File: src/rtl/logc_pkg.sv
// Shared definitions for the log2 compressor: parameter defaults, output
// width derivation and the Q4.4 sample type.
package logc_pkg;

  localparam int unsigned DEF_DATA_WIDTH = 16;
  localparam int unsigned DEF_FRAC_BITS  = 4;

  typedef struct packed {
    logic [3:0] int_part;
    logic [3:0] frac_part;
  } q44_t;

  function automatic int unsigned out_width(input int unsigned data_width,
                                            input int unsigned frac_bits);
    return $clog2(data_width) + frac_bits;
  endfunction

endpackage

File: src/rtl/lod.sv
// Combinational leading-one detector: index of the most significant set bit
// of data, plus a flag for an all-zero word.
module lod #(
  parameter int unsigned WIDTH = 16,
  localparam int unsigned IDX_W = $clog2(WIDTH)
) (
  input  logic [WIDTH-1:0] data,
  output logic [IDX_W-1:0] index,
  output logic             zero
);

  always_comb begin
    index = '0;
    for (int unsigned i = 0; i < WIDTH; i++) begin
      if (data[i]) index = IDX_W'(i);
    end
    zero = (data == '0);
  end

endmodule

File: src/rtl/log_compress.sv
// Three-stage log2 compressor with valid/ready handshake and per-line count.
// Define LOGC_CLAMP_EN to subtract the FLOOR dynamic-range floor (saturating at 0).
module log_compress
  import logc_pkg::*;
#(
  parameter int unsigned DATA_WIDTH = DEF_DATA_WIDTH,
  parameter int unsigned FRAC_BITS  = DEF_FRAC_BITS,
  parameter q44_t        FLOOR      = 8'h30,
  localparam int unsigned OUT_WIDTH = out_width(DATA_WIDTH, FRAC_BITS)
) (
  input  logic                  clk,
  input  logic                  reset,
  input  logic                  in_valid,
  output logic                  in_ready,
  input  logic [DATA_WIDTH-1:0] in_data,
  input  logic                  in_last,
  output logic                  out_valid,
  input  logic                  out_ready,
  output logic [OUT_WIDTH-1:0]  out_data,
  output logic                  out_last,
  output logic [15:0]           sample_cnt
);

  localparam int unsigned IDX_W = $clog2(DATA_WIDTH);
  localparam logic [IDX_W-1:0] MSB_IDX = IDX_W'(DATA_WIDTH - 1);
  localparam logic [OUT_WIDTH-1:0] FLOOR_W = OUT_WIDTH'(FLOOR);
`ifdef LOGC_CLAMP_EN
  localparam bit CLAMP_EN = 1'b1;
`else
  localparam bit CLAMP_EN = 1'b0;
`endif

  logic adv;
  logic xfer;
  assign adv      = !out_valid || out_ready;
  assign in_ready = adv;
  assign xfer     = out_valid && out_ready;

  logic                  s1_valid, s1_last;
  logic [DATA_WIDTH-1:0] s1_data;

  always_ff @(posedge clk) begin
    if (reset) begin
      s1_valid <= 1'b0;
      s1_last  <= 1'b0;
      s1_data  <= '0;
    end else if (adv) begin
      s1_valid <= in_valid;
      s1_last  <= in_valid && in_last;
      s1_data  <= in_valid ? in_data : '0;
    end
  end

  logic [IDX_W-1:0]      lod_index;
  logic                  lod_zero;
  logic [DATA_WIDTH-1:0] norm;
  logic [FRAC_BITS-1:0]  frac;

  lod #(.WIDTH(DATA_WIDTH)) u_lod (
    .data  (s1_data),
    .index (lod_index),
    .zero  (lod_zero)
  );

  // Shift the leading one to the MSB; the bits below it are the fraction,
  // zero-padded from the right when the sample is short.
  assign norm = s1_data << (MSB_IDX - lod_index);
  assign frac = norm[DATA_WIDTH-2 -: FRAC_BITS];

  logic                 s2_valid, s2_last;
  logic [OUT_WIDTH-1:0] s2_log;

  always_ff @(posedge clk) begin
    if (reset) begin
      s2_valid <= 1'b0;
      s2_last  <= 1'b0;
      s2_log   <= '0;
    end else if (adv) begin
      s2_valid <= s1_valid;
      s2_last  <= s1_last;
      s2_log   <= lod_zero ? '0 : {lod_index, frac};
    end
  end

  logic [OUT_WIDTH-1:0] s3_next;

  always_comb begin
    s3_next = s2_log;
    if (CLAMP_EN) s3_next = (s2_log > FLOOR_W) ? s2_log - FLOOR_W : '0;
  end

  logic clr_pending;

  always_ff @(posedge clk) begin
    if (reset) begin
      out_valid   <= 1'b0;
      out_last    <= 1'b0;
      out_data    <= '0;
      sample_cnt  <= '0;
      clr_pending <= 1'b0;
    end else begin
      if (adv) begin
        out_valid <= s2_valid;
        out_last  <= s2_last;
        out_data  <= s3_next;
      end
      // The count of a finished line stays visible for one cycle, then restarts.
      clr_pending <= xfer && out_last;
      if (clr_pending)
        sample_cnt <= xfer ? 16'd1 : 16'd0;
      else if (xfer)
        sample_cnt <= sample_cnt + 16'd1;
    end
  end

endmodule

File: config.mk
export PLATFORM = sky130hd
export DESIGN_NAME = log_compress
export DESIGN_NICKNAME = d
export VERILOG_FILES = /design/src/rtl/logc_pkg.sv /design/src/rtl/lod.sv /design/src/rtl/log_compress.sv
export SDC_FILE = /design/constraint.sdc
export NUM_CORES = 1
export LEC_CHECK = 0
export ABC_CLOCK_PERIOD_IN_PS = 3300
export CAP_MARGIN = 20
export CORE_MARGIN = 2
export CORE_UTILIZATION = 35
export CTS_BUF_LIST = sky130_fd_sc_hd__clkbuf_4 sky130_fd_sc_hd__clkbuf_8 sky130_fd_sc_hd__clkbuf_16
export CTS_CLUSTER_DIAMETER = 80
export DETAILED_ROUTE_END_ITERATION = 16
export PLACE_DENSITY_LB_ADDON = 0.2
export REMOVE_ABC_BUFFERS = 1
export SLEW_MARGIN = 0
export SYNTH_ARGS = -nofsm -noshare
export SYNTH_HDL_FRONTEND = slang
export SYNTH_SLANG_ARGS = --single-unit
File: constraint.sdc
create_clock -name clk -period 3.3 [get_ports clk]
set_input_delay 0.495 -clock clk [delete_from_list [all_inputs] [get_ports clk]]
set_output_delay 0.495 -clock clk [all_outputs]
set_load 0.05 [all_outputs]
==> key figures, run 1 <==
Run status
  – Status: finished, final reports clean

Timing
  – RSZ-0062 raised after global routing: no
  – Fin. max-slew vios: 0
  – Actual slew at the worst max-slew pin: about 0.64 ns
  – Tcrit/Tclk final: 70.64%
  – Fmax: roughly 430 MHz
  – Rel. slew slack: between 50% and 60%
  – Final Critical Period: around 2.3 ns
  – # setup viols final: 0
  – Final hold vios: 0
  – Clk_skew: about 0.0040 ns

Floorplanning
  – Initial Utilization: a little over a third
  – Row Count: 32
  – Die ar.: slightly below 9000 µm²
  – Core area: between 7000 and 8000 µm²
  – I/O Pins: 48
  – Die height: ~94 µm
  – Chip width: approximately 94 µm

Min path
  – Hold Path Class: flop to flop

Pwr
  – P_sw: roughly 0.00043 W
  – Pwr Density: between 400 and 500 nW/µm²
  – Peak VDD IR: 0.0001402 V
  – Switching Fraction: a little under a third
  – Pint: 0.0009733 W
  – Clk pwr share: approximately 29%
  – Combinational share of power: just under 20%
  – Leakage power: about 1.2 nW
  – Seq pwr share: roughly 52%

Global routing
  – Initial antenna violation count: 0
  – Vias in the first global route: ~2400
  – First-pass GRT wire length: 10980 µm
  – Global route total overflow: 0
  – Largest net degree at the start of global routing: 37
  – Tot GR Track Use: 15.49%

Finish
  – Fill count: approximately 850
  – Register area: between 1000 and 1500 µm²
  – Layout cells sized above 1: 8.639%
  – Diodes inserted: 0
  – Multi-input logic area: between 1500 and 2000 µm²
  – Area grow syn2layout: 19.04%
  – Fin area: about 3400 µm²
  – Layout Cells excl Fill: 484
  – Nets: 403

Detailed routing
  – DR vias/cell: 5.105
  – Initial DRC count: 89
  – Via count: about 2500
  – Routed WL per cell: about 13 µm
  – Total routed wirelength: between 6000 and 7000 µm
  – Antenna violation net count after detailed routing: 0
  – Drt first pass iters: 4
  – DR DRC count: 0

Yosys
  – Synth area leader: dfxtp_1
  – Most common cell in the netlist: nand2_1
  – Cells after synthesis: 349
  – Synth Cell Area: around 2900 µm²
  – Async SR Flop Fraction: 0%
  – Post-synth cell types: 63
  – Cell types occupying the most area after synthesis: dfxtp_1, nand2_1, a21oi_1, nor2_1, nand3_1
  – Top cells by count, synth: nand2_1, dfxtp_1, a21oi_1
  – Synth Flop Type: dfxtp_1
  – Register area share after synthesis: roughly 39%
  – Synthesis warning total: 0
  – Syn Area/Cell: 8.170 µm²
  – Post-synth top area share: around 39%
  – Number of synthesized flops with an enable pin: 0
  – #FFs+latches synth: 55

Clocking
  – Hold_buf cts: 0
  – Post-CTS Setup Bufs: 0
  – Post-CTS sizing: 0
  – Clk slew on worst S/H paths: 0.10 ns
  – Num CTS Buffers: 5
  – CTS tree: done
  – Clk root buf: clkbuf_8
  – CTS H-tree lvls: 2
  – Worst-Skew Late Latency: about 0.32 ns
  – Clock Path Buffers: 2
  – Clock sinks: 55

Worst setup path
  – Arrival @ worst endpoint: 2.56 ns
  – Worst-path fanout max: 13
  – Crit path largest cell delay: about 0.6 ns
  – Crit-path slowest cell: a311o_1
  – CP Cell Sequence: nor2_1 -> o311ai_1 -> a311o_1 -> mux4_2 -> nand2_1 -> o2bb2a_1 -> a21oi_2
  – Crit path kind: flop to flop
  – Type of destination of the critical path: flop
  – Required @ worst endpoint: 3.53 ns
  – Setup crit start kind: flop

Placed design
  – Placed Area: ~3300 µm²
  – HPWL Detailed: roughly 4500 µm
  – IO Port Bufs: 47
  – Post-placement cell count: approximately 480
  – Gpl congestion: 0.8484

Flow run
  – Max cap viols: 0
## cell type report
cell class	instances	area share, %
Clock buffer	6	2.248
Clock inverter	2	0.4792
Inverter	7	0.7740
Multi-Input combinational cell	261	45.63
Sequential cell	55	32.44
Tap cell	102	3.760
Timing Repair Buffer	51	14.67
## metal layers
layer,vias up,GRT usage [%],wire length (µm)
met3,8,2.970,268
met1,1132,19.89,3016
met2,50,25.83,3065
met4,0,5.435,87
met5,-,0,0
li1,1281,-,-
## worst max-delay path: cells and delay by family (launching register included)
family / cells / cell delay (ns)
flops: 1 / 0.43
compound gates: 4 / 1.04
simple gates: 2 / 0.19
mux: 1 / 0.58
## power groups by stage
stage                     Clock (W)  Sequential [W]  Combinational, W
after floorplan                   0        0.000760          0.000157
after global routing       0.000440        0.000730          0.000300
after global placement            0        0.000739          0.000269
final                      0.000403        0.000724          0.000271
after CTS                  0.000418        0.000725          0.000272
after detailed placement          0        0.000740          0.000271
## through the flow
step | setup slack [ns] | total power (W) | TNS, ns | utilization, % | hold WS (ns)
floorplan | -0.9189 | 0.0009171 | -21.57 | - | 0.4249
global placement | 0.9194 | 0.001008 | 0 | 42.29 | 0.4388
detailed placement | 0.8974 | 0.001011 | 0 | 42.29 | 0.4422
CTS | 0.9713 | 0.001415 | 0 | 43.48 | 0.4588
global route | 0.7319 | 0.001470 | 0 | 43.48 | 0.4786
finish | 0.9689 | 0.001399 | 0 | 43.48 | 0.4566
## placed cells by master (no fill, tap or decap), types with 3 or more instances in the layout
| cell type | instances |
|---|---|
| a21oi_1 | 42 |
| clkdlybuf4s50_1 | 46 |
| dfxtp_1 | 55 |
| nand3_1 | 25 |
| mux2i_1 | 11 |
| xnor2_1 | 3 |
| nand2_1 | 63 |
| nor3_1 | 3 |
| buf_4 | 5 |
| inv_1 | 6 |
| xor2_1 | 10 |
| o21ai_0 | 11 |
| nor2_1 | 36 |
| clkbuf_8 | 5 |
## worst paths after layout
path	from	end	slack [ns]	depth (start not counted)
max	s1_data[3]$_SDFFE_PP0P_	s2_log[0]$_SDFFE_PP0P_	0.97	7
min	out_data[5]$_SDFFE_PP0P_	out_data[5]$_SDFFE_PP0P_	0.46	2
min reg2reg	out_data[5]$_SDFFE_PP0P_	out_data[5]$_SDFFE_PP0P_	0.46	2
max reg2reg	s1_data[3]$_SDFFE_PP0P_	s2_log[0]$_SDFFE_PP0P_	0.97	7
## kinds of logic (layout without fill, tap and decap cells)
| group | Yosys count | in the layout | share of synthesized area (%) |
|---|---|---|---|
| AND/OR/NAND/NOR | 148 | 148 | 23.91 |
| AO/OA/AOI/OAI | 86 | 86 | 20.84 |
| flip-flops | 55 | 55 | 38.61 |
| buffers and inverters | 33 | 66 | 7.152 |
| XOR/XNOR | 13 | 13 | 3.993 |
| multiplexers | 13 | 13 | 5.046 |
| adder cells (fa/ha/maj) | 1 | 1 | 0.4387 |
## sequential cells by signal, indices dropped and copies added, names as in the netlist
register,cells
clr_pending,1
out_data,8
out_last,1
out_valid,1
s1_data,16
s1_last,1
s1_valid,1
s2_last,1
s2_log,8
s2_valid,1
sample_cnt,16
Note: power is estimated with default switching activity, not from simulation.
==> run 2: changes to the inputs <==
--- a/config.mk
+++ b/config.mk
@@ -5,7 +5,7 @@
 export SDC_FILE = /design/constraint.sdc
 export NUM_CORES = 1
 export LEC_CHECK = 0
-export ABC_CLOCK_PERIOD_IN_PS = 3300
+export ABC_CLOCK_PERIOD_IN_PS = 1950
 export CAP_MARGIN = 20
 export CORE_MARGIN = 2
 export CORE_UTILIZATION = 35
==> constraint.sdc (replaced) <==
create_clock -name clk -period 1.95 [get_ports clk]
set_input_delay 0.2925 -clock clk [delete_from_list [all_inputs] [get_ports clk]]
set_output_delay 0.2925 -clock clk [all_outputs]
set_load 0.05 [all_outputs]
==> run 2 against run 1 <==
The run now ends with negative setup slack left. Die area unchanged. Sequential power increased by 67%. Flip-flop and latch count did not move. Register-to-register slack worse by 1.0 ns. Combinational power increased by 130%. First-iteration DRC count up 28%.
==> key figures, run 2 (synthesized netlist as in run 1, its figures left out) <==
Timing
  – Final hold vios: 0 (unchanged)
  – Final Critical Period: 2.019 ns (-0.3119 ns)
  – Final worst-path setup slack: -0.06913 ns (-1.038 ns)
  – Fin. max-slew vios: 0 (unchanged)
  – RSZ-0062 raised after global routing: yes
  – Fmax: 495.3 MHz (+15%)
  – Actual slew at the worst max-slew pin: 0.5200 ns (-0.1197 ns)
  – Clk_skew: 0.009273 ns (+0.005231 ns)
  – # setup viols final: 2 (+2)
  – Tcrit/Tclk final: 103.5% (+33 points)
  – Rel. slew slack: 65.22% (+8.3 points)

Clocking
  – CTS H-tree lvls: 2 (unchanged)
  – Clk root buf: clkbuf_8
  – Clock Path Buffers: 2 (unchanged)
  – Num CTS Buffers: 5 (unchanged)
  – Clock sinks: 55 (unchanged)
  – CTS tree: done
  – Worst-Skew Late Latency: 0.32 ns (about the same)
  – Clk slew on worst S/H paths: 0.10 ns (about the same)
  – Hold_buf cts: 0 (unchanged)

Placed design
  – Gpl congestion: 0.8751 (+3.1%)
  – IO Port Bufs: 47 (unchanged)
  – HPWL Detailed: 5113 µm (+14%)

Worst setup path
  – Worst path buffer plus inverter count: 0 (unchanged)
  – Setup crit start kind: flop
  – Crit path largest cell delay: 0.43 ns (-0.18 ns)
  – Largest delay contributor family on the critical path: compound AO/OA/AOI/OAI gates
  – FF-to-FF End: s2_log[0]$_SDFFE_PP0P_
  – CP Cell Sequence: nor2_4 -> o311ai_1 -> a311o_1 -> mux4_2 -> nand2_1 -> a221o_1 -> a21oi_2
  – Required @ worst endpoint: 2.20 ns (-1.33 ns)
  – Register-to-register setup slack: -0.07 ns (-1.04 ns)
  – Crit-path slowest cell: a311o_1
  – Worst-path fanout max: 5 (-8)
  – Crit path kind: flop to flop
  – Type of destination of the critical path: flop
  – Worst r2r path cells: 7 (unchanged)
  – Arrival @ worst endpoint: 2.27 ns (-0.29 ns)
  – Worst flop-to-flop path startpoint: s1_data[11]$_SDFFE_PP0P_

Floorplanning
  – Die ar.: 8885 µm² (unchanged)
  – Core area: 7807 µm² (unchanged)
  – Row Count: 32 (unchanged)
  – I/O Pins: 48 (unchanged)
  – Initial Utilization: 36.52% (unchanged)
  – Chip width: 94.26 µm (unchanged)
  – Die height: 94.26 µm (unchanged)

Pwr
  – P_sw: 0.0007246 W (+70%)
  – Seq pwr share: 46.7% (-5.1 points)
  – Overall Power: 0.002594 W (+85%)
  – Peak VDD IR: 0.0004417 V (+210%)
  – Switching Fraction: 27.94% (-2.5 points)
  – Leakage power: 1.523 nW (+28%)
  – Pint: 0.001869 W (+92%)
  – Clk pwr share: 29.0% (+0.2 points)
  – Pwr Density: 657.8 nW/µm² (+60%)
  – Combinational share of power: 24.3% (+4.9 points)

Finish
  – Most frequent cells in the layout: nand2_1, buf_4, clkdlybuf4s50_1, dfxtp_1, a21oi_1
  – Nets: 458 (+14%)
  – Diodes inserted: 0 (unchanged)
  – Largest regs: s1_data x16, sample_cnt x16
  – Commonest non-fill, non-tap cell in the layout: nand2_1
  – Core Util, Final: 50.50% (+7.0 points)
  – Area grow syn2layout: 38.26%
  – Fill count: 796 (-6.2%)
  – Layout cells sized above 1: 24.54% (+16 points)

Global routing
  – Largest net degree at the start of global routing: 37 (unchanged)
  – Initial antenna violation count: 0 (unchanged)
  – Tot GR Track Use: 16.50% (+1.0 points)
  – Global route total overflow: 0 (unchanged)
  – First-pass GRT wire length: 11700 µm (+6.6%)
  – Vias in the first global route: 2505 (+6.1%)

Detailed routing
  – DR vias/cell: 5.020 (-1.7%)
  – Antenna violation net count after detailed routing: 0 (unchanged)
  – DR DRC count: 0 (unchanged)
  – Via count: 2701 (+9.3%)
  – Initial DRC count: 114 (+28%)
  – Drt first pass iters: 4 (unchanged)
  – Total routed wirelength: 6977 µm (+8.4%)
  – Routed WL per cell: 12.97 µm (-2.5%)

Min path
  – Hold_sp: out_data[7]$_SDFFE_PP0P_
  – Hold Path Class: flop to flop
  – Hold Path Depth: 2 (unchanged)
  – Hold Path Sink: out_data[7]$_SDFFE_PP0P_

Run status
  – Failing checks: negative setup slack
  – Status: finished with violations

Flow run
  – Max cap viols: 0 (unchanged)
-- run 2: changes by cell type in the layout (fill, tap and decap cells not counted), sizes merged --
cell | previous run | this run
bufinv | 0 | 1
inv | 7 | 6
clkdlybuf4s50 | 46 | 45
clkbuf | 6 | 5
dlymetal6s2s | 0 | 1
buf | 5 | 60
-- run 2: worst max path at each step --
stage | slack [ns] | depth (start not counted) | to | from
floorplan | -2.27 | 6 | s2_log[4]$_SDFFE_PP0P_ | out_valid$_SDFFE_PP0P_
global placement | -0.17 | 8 | s2_log[3]$_SDFFE_PP0P_ | s1_data[13]$_SDFFE_PP0P_
detailed placement | -0.22 | 8 | s2_log[3]$_SDFFE_PP0P_ | s1_data[13]$_SDFFE_PP0P_
CTS | 0.007 | 8 | s2_log[0]$_SDFFE_PP0P_ | s1_data[11]$_SDFFE_PP0P_
global route | -0.16 | 7 | s2_log[0]$_SDFFE_PP0P_ | s1_data[11]$_SDFFE_PP0P_
finish | -0.07 | 7 | s2_log[0]$_SDFFE_PP0P_ | s1_data[11]$_SDFFE_PP0P_
-- run 2: area by class of cell --
type                       count  area (µm²)  share of cell area, %
clock buffer                   5       68.82                  1.745
clock inverter                 2       37.54                 0.9521
inverter                       7       26.28                 0.6665
multi-input combinational    261        1607                  40.75
sequential                    55        1122                  28.47
tap                          102       127.6                  3.237
timing repair buffer         106       953.4                  24.18
-- run 2: timing repair --
| action | in CTS | in global routing |
|---|---|---|
| endpoints found under the setup margin | 4 | 5 |
| hold endpoints to repair | 0 | 0 |
| gates cloned | 0 | 0 |
| buffers inserted | 4 | 4 |
| pin swaps | 5 | 6 |
| resized for setup | 21 | 11 |
-- run 2: power by group through the flow --
| stage | Combinational (W) | Sequential, W | Clock (W) |
|---|---|---|---|
| after floorplan | 0.000266 | 0.00129 | 0 |
| after global placement | 0.000582 | 0.00124 | 0 |
| after detailed placement | 0.000584 | 0.00124 | 0 |
| after CTS | 0.000625 | 0.00121 | 0.000780 |
| after global routing | 0.000681 | 0.00122 | 0.000821 |
| final | 0.000630 | 0.00121 | 0.000752 |
-- run 2: routing by layer --
layer / wire length [µm] / part of all wire, % / track usage [%]
met5: 0 / 0 / 0
met1: 3150 / 45 / 20.89
met2: 3390 / 49 / 28.33
met3: 258 / 3.7 / 2.648
met4: 178 / 2.6 / 5.676
-- run 2: tightest hold or removal path, stage by stage (launching register included) --
cell     delay [ns]
dfxtp_1        0.32
nand2_1        0.05
a21oi_1        0.05
-- run 2: stage by stage --
stage / cell area (µm²) / setup WS, ns / setup TNS [ns] / std cells / hold WS (ns)
2_1_floorplan: 2674 / -2.269 / -72.00 / 323 / 0.3549
3_3_place_gp: 3687 / -0.1746 / -0.3499 / 524 / 0.4391
3_5_place_dp: 3687 / -0.2241 / -0.5161 / 524 / 0.4398
4_1_cts: 3908 / 0.006958 / 0 / 535 / 0.4567
5_1_grt: 3943 / -0.1577 / -0.4181 / 538 / 0.4809
6_report: 3943 / -0.06913 / -0.08175 / 538 / 0.4534
==> run 3: changes to the inputs <==
--- a/config.mk
+++ b/config.mk
@@ -5,7 +5,7 @@
 export SDC_FILE = /design/constraint.sdc
 export NUM_CORES = 1
 export LEC_CHECK = 0
-export ABC_CLOCK_PERIOD_IN_PS = 1950
+export ABC_CLOCK_PERIOD_IN_PS = 1930
 export CAP_MARGIN = 20
 export CORE_MARGIN = 2
 export CORE_UTILIZATION = 35
==> constraint.sdc (replaced) <==
create_clock -name clk -period 1.93 [get_ports clk]
set_input_delay 0.2895 -clock clk [delete_from_list [all_inputs] [get_ports clk]]
set_output_delay 0.2895 -clock clk [all_outputs]
set_load 0.05 [all_outputs]
==> run 3 against run 2 <==
The run still ends with negative setup slack left. Utilization hardly changed. Sequential power hardly changed. Flip-flop and latch count stayed put. Final area hardly changed. Register-to-register slack better by 0.03 ns. Clock power is 12% lower. Setup slack better by 0.032 ns. Sequential share of layout area hardly changed. Fmax is 2.6% higher. Clock-buffer cell count stayed put. Power is 2.6% lower. Critical endpoint is now s2_log[1]$_SDFFE_PP0P_. Largest power group unchanged.
==> key figures, run 3 (synthesized netlist as in run 1, its figures left out) <==
Worst setup path
  – Crit path largest cell delay: 0.38 ns (-0.05 ns)
  – Largest delay contributor family on the critical path: compound AO/OA/AOI/OAI gates
  – Worst-path fanout max: 6 (+1)
  – Crit path kind: flop to flop
  – Arrival @ worst endpoint: 2.20 ns (-0.07 ns)
  – Type of destination of the critical path: flop
  – CP Cell Sequence: buf_4 -> nand2b_4 -> a211o_4 -> o311ai_4 -> buf_6 -> mux2i_1 -> o311a_1 -> o41ai_2
  – Required @ worst endpoint: 2.16 ns (-0.04 ns)
  – Crit-path slowest cell: dfxtp_4
  – Setup crit start kind: flop
  – Crit path from: s1_data[10]$_SDFFE_PP0P_
  – Worst path buffer plus inverter count: 2 (+2)
  – Worst flop-to-flop path startpoint: s1_data[10]$_SDFFE_PP0P_

Pwr
  – Pint: 0.001768 W (-5.4%)
  – Clk pwr share: 26.1% (-2.9 points)
  – Pwr Density: 640.2 nW/µm² (-2.7%)
  – Switching Fraction: 30.02% (+2.1 points)
  – Combinational share of power: 25.4% (+1.1 points)
  – P_sw: 0.0007581 W (+4.6%)
  – Peak VDD IR: 0.0002951 V (-33%)
  – Seq pwr share: 48.5% (+1.8 points)
  – Overall Power: 0.002526 W (-2.6%)
  – Leakage power: 1.559 nW (+2.4%)

Detailed routing
  – Via count: 2710 (+0.33%)
  – DR vias/cell: 5.028 (+0.15%)
  – Routed WL per cell: 13.01 µm (+0.32%)
  – DR DRC count: 0 (unchanged)
  – Drt first pass iters: 6 (+2)
  – Antenna violation net count after detailed routing: 0 (unchanged)
  – Total routed wirelength: 7012 µm (+0.50%)
  – Initial DRC count: 65 (-43%)

Timing
  – Fin. max-slew vios: 0 (unchanged)
  – Tcrit/Tclk final: 101.9% (-1.6 points)
  – Final worst-path setup slack: -0.03711 ns (+0.03202 ns)
  – # setup viols final: 4 (+2)
  – RSZ-0062 raised after global routing: yes
  – Final hold vios: 0 (unchanged)
  – Fmax: 508.4 MHz (+2.6%)
  – Rel. slew slack: 66.06% (+0.84 points)
  – Actual slew at the worst max-slew pin: 0.5075 ns (-0.01255 ns)
  – Setup tns final: -0.07170 ns (+0.01004 ns)
  – Clk_skew: 0.002895 ns (-0.006377 ns)
  – Final Critical Period: 1.967 ns (-0.05202 ns)

Finish
  – Most frequent cells in the layout: nand2_1, buf_4, dfxtp_1, clkdlybuf4s50_1, a21oi_1
  – Layout Cells excl Fill: 539 (+0.19%)
  – Nets: 458 (unchanged)
  – Area grow syn2layout: 38.35% (about the same)
  – Core Util, Final: 50.53% (about the same)
  – Multi-input logic area: 1642 µm² (+2.2%)
  – Largest regs: s1_data x16, sample_cnt x16
  – Commonest non-fill, non-tap cell in the layout: nand2_1
  – Fill count: 789 (-0.88%)
  – Diodes inserted: 0 (unchanged)
  – Register area: 1125 µm² (+0.22%)
  – Layout cells sized above 1: 25.63% (+1.1 points)

Floorplanning
  – Die ar.: 8885 µm² (unchanged)
  – Core area: 7807 µm² (unchanged)
  – Initial Utilization: 36.52% (unchanged)
  – Chip width: 94.26 µm (unchanged)
  – I/O Pins: 48 (unchanged)
  – Row Count: 32 (unchanged)
  – Die height: 94.26 µm (unchanged)

Placed design
  – IO Port Bufs: 47 (unchanged)
  – HPWL Detailed: 5275 µm (+3.2%)
  – Post-placement cell count: 524 (unchanged)
  – Gpl congestion: 0.8902 (+1.7%)

Global routing
  – First-pass GRT wire length: 12140 µm (+3.8%)
  – Largest net degree at the start of global routing: 21 (-43%)
  – Vias in the first global route: 2646 (+5.6%)
  – Global route total overflow: 0 (unchanged)
  – Initial antenna violation count: 0 (unchanged)
  – Tot GR Track Use: 16.82% (+0.32 points)

Run status
  – Status: finished with violations
  – Failing checks: negative setup slack

Clocking
  – Clk slew on worst S/H paths: 0.10 ns (about the same)
  – Hold_buf cts: 0 (unchanged)
  – CTS H-tree lvls: 2 (unchanged)
  – Num CTS Buffers: 5 (unchanged)
  – Clk root buf: clkbuf_8
  – Worst-Skew Late Latency: 0.31 ns (about the same)
  – Clock sinks: 55 (unchanged)
  – Clock Path Buffers: 2 (unchanged)
  – CTS tree: done

Min path
  – Hold_sp: s2_last$_SDFFE_PP0P_
  – Hold Path Class: flop to flop

Flow run
  – Max cap viols: 0 (unchanged)
## run 3: per-layer routing
layer | track usage [%] | up-vias | share of wire, %
met5 | 0 | - | 0
met2 | 30.30 | 62 | 47
met3 | 2.889 | 13 | 4.3
met4 | 4.227 | 0 | 1.7
met1 | 20.64 | 1248 | 47
li1 | - | 1387 | -
## run 3: final cells by class
class	count	share of cell area [%]
clock inverter	3	0.5709
sequential	55	28.51
inverter	7	0.6660
multi-input combinational	261	41.61
timing repair buffer	106	23.66
clock buffer	5	1.744
tap	102	3.235
## run 3: final timing paths
| path | endpoint | cells after the start | slack [ns] |
|---|---|---|---|
| setup reg to reg | s2_log[1]$_SDFFE_PP0P_ | 8 | -0.04 |
| hold reg to reg | s2_last$_SDFFE_PP0P_ | 2 | 0.46 |
| hold / removal | s2_last$_SDFFE_PP0P_ | 2 | 0.46 |
| setup / recovery | s2_log[1]$_SDFFE_PP0P_ | 8 | -0.04 |
## run 3: repair_timing
item | in CTS | in global routing
endpoints found under the hold margin | 0 | 0
setup endpoints to repair | 4 | 9
buffers inserted | 4 | 3
resized for setup | 24 | 18
pin swaps | 6 | 6
## run 3: power groups by stage
stage / clock [W] / combinational, W / sequential, W
floorplan: 0 / 0.000269 / 0.00130
global placement: 0 / 0.000578 / 0.00125
detailed placement: 0 / 0.000583 / 0.00125
CTS: 0.000681 / 0.000619 / 0.00123
global route: 0.000724 / 0.000700 / 0.00123
finish: 0.000659 / 0.000641 / 0.00123
## run 3: worst reg2reg max path, cell delays in order, from the launching register on
cell and delay [ns]:
dfxtp_4 0.38, buf_4 0.12, nand2b_4 0.06, a211o_4 0.36, o311ai_4 0.07, buf_6 0.17
mux2i_1 0.11, o311a_1 0.32, o41ai_2 0.29
## run 3: metrics by stage
step / worst slack (ns) / hold slack (ns) / area (µm²)
4_1_cts: -0.02117 / 0.4583 / 3869
2_1_floorplan: -2.289 / 0.3519 / 2674
3_5_place_dp: -0.1674 / 0.4442 / 3662
6_report: -0.03711 / 0.4570 / 3945
5_1_grt: -0.1278 / 0.4869 / 3945
3_3_place_gp: -0.1615 / 0.4386 / 3662
